--- src/rtl/jedro_1_lsu.sv ---
// ----------------------------------------------------------------------------
// jedro_1_lsu
// Load-store unit of the jedro_1 core. It accepts one memory operation at a
// time from the decoder and drives a 32-bit data RAM with a word-aligned
// address, byte enables and lane-replicated store data. For a load, it
// extracts the addressed byte, half or word from the returned RAM word. It
// then sign- or zero-extends the value and hands it to the regfile write
// port together with the destination register.
//
// Ports:
//   clk_i, rstn_i      core clock, synchronous active-low reset
//   new_ctrl_i         decoder presents a new operation this cycle
//   ctrl_i             {store, unsigned, size[1:0]}
//   regdest_i          load destination register
//   addr_i, wdata_i    effective byte address, store data (rs2)
//   busy_o             operation in flight, new_ctrl_i ignored
//   rdata_o            extended load result
//   regdest_o          destination of rdata_o
//   rdata_valid_o      one-cycle regfile write strobe
//   misaligned_o       one-cycle misaligned / illegal-size pulse
//   ram_en_o           RAM access strobe
//   ram_we_o           byte write enables (0000 = read)
//   ram_addr_o         word-aligned RAM address
//   ram_wdata_o        lane-replicated store data
//   ram_rdata_i        RAM read word
//   ram_rvalid_i       RAM read data valid
// ----------------------------------------------------------------------------
module jedro_1_lsu #(
    parameter int DATA_WIDTH     = 32,
    parameter int ADDR_WIDTH     = 32,
    parameter int REG_ADDR_WIDTH = 5
) (
    input  logic                      clk_i,
    input  logic                      rstn_i,
    input  logic                      new_ctrl_i,
    input  logic [3:0]                ctrl_i,
    input  logic [REG_ADDR_WIDTH-1:0] regdest_i,
    input  logic [ADDR_WIDTH-1:0]     addr_i,
    input  logic [DATA_WIDTH-1:0]     wdata_i,
    output logic                      busy_o,
    output logic [DATA_WIDTH-1:0]     rdata_o,
    output logic [REG_ADDR_WIDTH-1:0] regdest_o,
    output logic                      rdata_valid_o,
    output logic                      misaligned_o,
    output logic                      ram_en_o,
    output logic [3:0]                ram_we_o,
    output logic [ADDR_WIDTH-1:0]     ram_addr_o,
    output logic [DATA_WIDTH-1:0]     ram_wdata_o,
    input  logic [DATA_WIDTH-1:0]     ram_rdata_i,
    input  logic                      ram_rvalid_i
);

    typedef enum logic [1:0] {
        S_IDLE = 2'b00,
        S_REQ  = 2'b01,
        S_WAIT = 2'b10
    } state_t;

    state_t                    state;
    logic                      op_store;
    logic                      op_unsigned;
    logic [1:0]                op_size;
    logic [1:0]                op_offset;
    logic [REG_ADDR_WIDTH-1:0] op_regdest;

    logic                      misaligned_req;
    logic [3:0]                store_we;
    logic [DATA_WIDTH-1:0]     store_wdata;
    logic [7:0]                ld_byte;
    logic [15:0]               ld_half;
    logic [DATA_WIDTH-1:0]     load_data;

    // Alignment check on the incoming request; size 11 is always illegal.
    always_comb begin
        misaligned_req = 1'b0;
        unique case (ctrl_i[1:0])
            2'b00:   misaligned_req = 1'b0;
            2'b01:   misaligned_req = addr_i[0];
            2'b10:   misaligned_req = (addr_i[1:0] != 2'b00);
            default: misaligned_req = 1'b1;
        endcase
    end

    // Store data is replicated across all lanes so that the byte enables
    // alone select the target bytes in the RAM word.
    always_comb begin
        store_we    = 4'b0000;
        store_wdata = '0;
        unique case (ctrl_i[1:0])
            2'b00: begin
                store_we    = 4'b0001 << addr_i[1:0];
                store_wdata = {4{wdata_i[7:0]}};
            end
            2'b01: begin
                store_we    = addr_i[1] ? 4'b1100 : 4'b0011;
                store_wdata = {2{wdata_i[15:0]}};
            end
            default: begin
                store_we    = 4'b1111;
                store_wdata = wdata_i;
            end
        endcase
    end

    // Lane extraction uses the offset latched at accept time, because
    // addr_i has moved on by the time the read data arrives.
    always_comb begin
        ld_byte   = ram_rdata_i[{op_offset, 3'b000} +: 8];
        ld_half   = ram_rdata_i[{op_offset[1], 4'b0000} +: 16];
        load_data = ram_rdata_i;
        unique case (op_size)
            2'b00:   load_data = {{24{~op_unsigned & ld_byte[7]}}, ld_byte};
            2'b01:   load_data = {{16{~op_unsigned & ld_half[15]}}, ld_half};
            default: load_data = ram_rdata_i;
        endcase
    end

    // Control FSM with all outputs registered. The strobes default low each
    // cycle so that they pulse for exactly one cycle. rdata_o and regdest_o
    // are written only when a load completes, so they hold between loads.
    always_ff @(posedge clk_i) begin
        if (!rstn_i) begin
            state         <= S_IDLE;
            op_store      <= 1'b0;
            op_unsigned   <= 1'b0;
            op_size       <= 2'b00;
            op_offset     <= 2'b00;
            op_regdest    <= '0;
            busy_o        <= 1'b0;
            rdata_o       <= '0;
            regdest_o     <= '0;
            rdata_valid_o <= 1'b0;
            misaligned_o  <= 1'b0;
            ram_en_o      <= 1'b0;
            ram_we_o      <= 4'b0000;
            ram_addr_o    <= '0;
            ram_wdata_o   <= '0;
        end else begin
            rdata_valid_o <= 1'b0;
            misaligned_o  <= 1'b0;
            ram_en_o      <= 1'b0;
            ram_we_o      <= 4'b0000;
            ram_addr_o    <= '0;
            ram_wdata_o   <= '0;
            unique case (state)
                S_IDLE: begin
                    if (new_ctrl_i) begin
                        op_store    <= ctrl_i[3];
                        op_unsigned <= ctrl_i[2];
                        op_size     <= ctrl_i[1:0];
                        op_offset   <= addr_i[1:0];
                        op_regdest  <= regdest_i;
                        if (misaligned_req) begin
                            misaligned_o <= 1'b1;
                        end else begin
                            state       <= S_REQ;
                            busy_o      <= 1'b1;
                            ram_en_o    <= 1'b1;
                            ram_addr_o  <= {addr_i[ADDR_WIDTH-1:2], 2'b00};
                            ram_we_o    <= ctrl_i[3] ? store_we : 4'b0000;
                            ram_wdata_o <= ctrl_i[3] ? store_wdata : '0;
                        end
                    end
                end
                S_REQ: begin
                    if (op_store) begin
                        state  <= S_IDLE;
                        busy_o <= 1'b0;
                    end else begin
                        state  <= S_WAIT;
                    end
                end
                S_WAIT: begin
                    if (ram_rvalid_i) begin
                        rdata_o       <= load_data;
                        regdest_o     <= op_regdest;
                        rdata_valid_o <= 1'b1;
                        state         <= S_IDLE;
                        busy_o        <= 1'b0;
                    end
                end
                default: begin
                    state  <= S_IDLE;
                    busy_o <= 1'b0;
                end
            endcase
        end
    end

endmodule

--- config.mk ---
export PLATFORM = sky130hd
export DESIGN_NAME = jedro_1_lsu
export DESIGN_NICKNAME = d
export VERILOG_FILES = /design/src/rtl/jedro_1_lsu.sv
export SDC_FILE = /design/constraint.sdc
export NUM_CORES = 1
export LEC_CHECK = 0
export ABC_AREA = 1
export CORE_ASPECT_RATIO = 0.8
export CORE_MARGIN = 4
export CORE_UTILIZATION = 44
export DETAILED_ROUTE_END_ITERATION = 10
export MAX_ROUTING_LAYER = met4
export PLACE_DENSITY = 0.86
export SYNTH_ARGS = -nofsm -noshare
export SYNTH_HDL_FRONTEND = slang
export SYNTH_SLANG_ARGS = --single-unit
export TNS_END_PERCENT = 10
--- constraint.sdc ---
create_clock -name clk_i -period 2.6 [get_ports clk_i]
set_input_delay 0.65 -clock clk_i [delete_from_list [all_inputs] [get_ports clk_i]]
set_output_delay 0.65 -clock clk_i [all_outputs]
set_load 0.02 [all_outputs]
==> metrics.md <==
| Metric | Value |
|---|---|
| Hold Crit Class | `reg2reg` |
| GRT Residual Overflow | `0` |
| Worst Path Buf+Inv | `1` |
| Placed Cells | `924` |
| Max Fclk | `just under 0.5 GHz` |
| CTS Hold Bufs | `0` |
| Worst Hold Margin | `488 ps` |
| Main combinational cell family by area after synthesis | `simple AND/OR/NAND/NOR gates` |
| TNS Setup | `0 ps` |
| Distinct cell type count after synthesis | `27` |
| Relative slew slack | `0.489` |
| Critical Path AT | `~1400 ps` |
| Hold Vio Cnt, Final | `0` |
| GP Congestion | `between 0.9 and 1` |
| Root cell of the clock tree | `clkbuf_16` |
| Commonest cells in the netlist | `120 x dfxtp_1, 116 x nand2_1, 101 x nor2_1, 70 x a21oi_1, 64 x inv_1` |
| Clk slew on worst S/H paths | `50 ps` |
| EDFF count, synth | `0` |
| Reg area | `between 2000 and 2500 sq um` |
| Drt wl/cell | `15.7 um` |
| Avg Synthesized Cell Area | `7.65 sq um` |
| Initial DRT Pass Iterations | `5` |
| Final Non-Filler Cells | `954` |
| Synthesis warning total | `0` |
| Max-slew violations | `0` |
| Status | `finished, final reports clean` |
| Vias in the first global route | `between 4000 and 5000` |
| CP Data Required Time | `1950 ps` |
| Count leader, synth | `dfxtp_1` |
| Die H | `a little under 100 um` |
| Global-route wire length before repair | `23.2 mm` |
| Antenna cells | `0` |
| Starting Density | `0.462` |
| Max incr delay on CP | `630 ps` |
| Tmin final | `2050 ps` |
| Synth Area in Adders | `0` |
| Simple-gate share of the synthesized area | `0.227` |
| Max_cap viols | `0` |
| Synth area leader | `dfxtp_1` |
| Cell Chain, Critical Path | `clkdlybuf4s50_1` |
| Final ANT Viol Nets | `0` |
| Crit start category | `flip-flop` |
| Final Skew | `7.10 ps` |
| Worst path top cell family by delay | `buffers and inverters` |
| DR vias/cell | `4.91` |
| Compound-cell area share of the yosys netlist | `0.147` |
| GRT Util Overall | `0.253` |
| Core area | `9890 sq um` |
| H-tree lvl count | `4` |
| Largest net degree at the start of global routing | `52` |
| RSZ-0062 raised after global routing | `no` |
| Pwr/cell area | `699 nW/um^2` |
| Post-Syn Instances | `598` |
| PortBufs | `approximately 220` |
| Period Utilization, post-route | `0.787` |
| Clock buffer depth | `2` |
| Die area | `12100 sq um` |
| Drt drc | `0` |
| # fillers | `714` |
| Worst Setup End Kind | `output pin` |
| Peak VDD IR | `0.000482 V` |
| Top_reg_cell synth | `dfxtp_1` |
| Post-CTS Setup Inserts | `0` |
| DP HPWL | `roughly 11 mm` |
| Die X | `122 um` |
| Num rows | `32` |
| Fraction of synthesized area in multiplexers | `0` |
| Post-synthesis sequential area ratio | `0.525` |
| Worst-skew pair later-pin latency | `slightly above 400 ps` |
| Total routed wirelength | `approximately 15 mm` |
| Crit Path Category | `reg2out` |
| DRT iter0 DRCs | `roughly 240` |
| Synthesized cell area | `4570 sq um` |
| Post-CTS Resized | `0` |
| Max stage delay cell, worst path | `clkdlybuf4s50_1` |
| Total CTS buffers | `17` |
| Static Leak | `about 3.3 nW` |
| Final Setup Violations | `0` |
| # clock sinks | `120` |
| Via Count | `between 4000 and 5000` |
| Area Overhead vs Synth | `62.9%` |
| Worst slew pin tran | `about 770 ps` |
| Ys async rst share | `0` |
| Nets@finish | `916` |
| CTS tree | `done` |
| Area of the multi-input gates | `1720 sq um` |
| Largest fanout on the critical path | `2` |
| Initial antenna violation count | `0` |
| Synth top area share | `0.525` |
| Pwr Total | `around 5.2 mW` |
| I/O pin count | `218` |
| #FFs+latches synth | `120` |
| Layout cell share with drive strength beyond 1 | `0.0672` |
| Post-Synth XOR/XNOR Area | `0` |
| Top post-synthesis cells by area | `dfxtp_1 53%, nand2_1 9.5%, nor2_1 8.3%, a21oi_1 7.7%, inv_1 5.3%` |
-- sequential cells by signal, indices dropped and copies added, names as in the netlist, 2 cells and up --
signal and count:
ram_addr_o 30, op_size 2, rdata_o 32, state 2, regdest_o 5, op_regdest 5, ram_wdata_o 32, op_offset 2
ram_we_o 4
-- kinds of logic after synthesis --
| kind of cell | Yosys count |
|---|---|
| simple gates | 247 |
| compound gates | 125 |
| flops | 120 |
| buf+inv | 105 |
| other cells | 1 |
-- cells in the final DEF (no fill, tap or decap), types with 2 or more instances in the layout --
master / n
bufinv_16: 6
buf_4: 7
clkbuf_1: 2
nand2_1: 116
nor2_2: 3
conb_1: 2
o21ai_0: 37
nand3_1: 3
clkbuf_8: 3
o211ai_1: 7
inv_2: 4
inv_1: 64
o21a_1: 8
nand2_4: 3
nand2_2: 3
dfxtp_1: 120
clkinv_2: 3
a21oi_1: 70
clkbuf_16: 17
nand4_1: 15
clkdlybuf4s50_1: 215
nor2_1: 101
-- power by group --
part / internal, mW / switching [mW] / leakage [nW]
Sequential: 1.90 / 0.0322 / 0.974
Clock: 1.86 / 0.791 / 0.322
Combinational: 0.297 / 0.327 / 1.98
Total: 4.06 / 1.15 / 3.28
-- final timing paths --
| kind | start | endpoint | slack (ps) | cells past startpoint |
|---|---|---|---|---|
| max | regdest_o[2]$_SDFFE_PN0P_ | regdest_o[2] | 550 | 1 |
| min | op_regdest[1]$_SDFFE_PN0N_ | op_regdest[1]$_SDFFE_PN0N_ | 490 | 2 |
| max reg2reg | op_size[1]$_SDFFE_PN0N_ | rdata_o[8]$_SDFFE_PN0P_ | 760 | 9 |
| min reg2reg | op_regdest[1]$_SDFFE_PN0N_ | op_regdest[1]$_SDFFE_PN0N_ | 490 | 2 |
-- layout make-up --
| cell class | instances | area share |
|---|---|---|
| sequential | 120 | 0.322 |
| clock inverter | 8 | 0.0259 |
| timing repair buffer | 223 | 0.299 |
| multi-input combinational | 374 | 0.230 |
| clock buffer | 22 | 0.0636 |
| inverter | 71 | 0.0364 |
| tap | 136 | 0.0228 |
-- metal layers --
layer	vias to the layer above	part of all wire	track usage
met1	2142	0.42	0.304
met4	0	0.021	0.115
met5	-	0	-
li1	2305	-	-
met2	216	0.48	0.405
met3	24	0.083	0.0608
-- worst min-delay path: stages (launching register included) --
cell and delay, ps:
dfxtp_1 320, nor2_1 50, nor2_1 90
-- stage by stage --
| stage | instance area [sq um] | util | setup slack [ps] |
|---|---|---|---|
| after global routing | 7450 | 0.753 | 496 |
| after detailed placement | 6780 | 0.686 | 325 |
| after global placement | 6780 | 0.686 | 450 |
| final | 7450 | 0.753 | 553 |
| after CTS | 7450 | 0.753 | 543 |
| after floorplan | 4580 | - | 1060 |
Note: power is estimated with default switching activity, not from simulation.
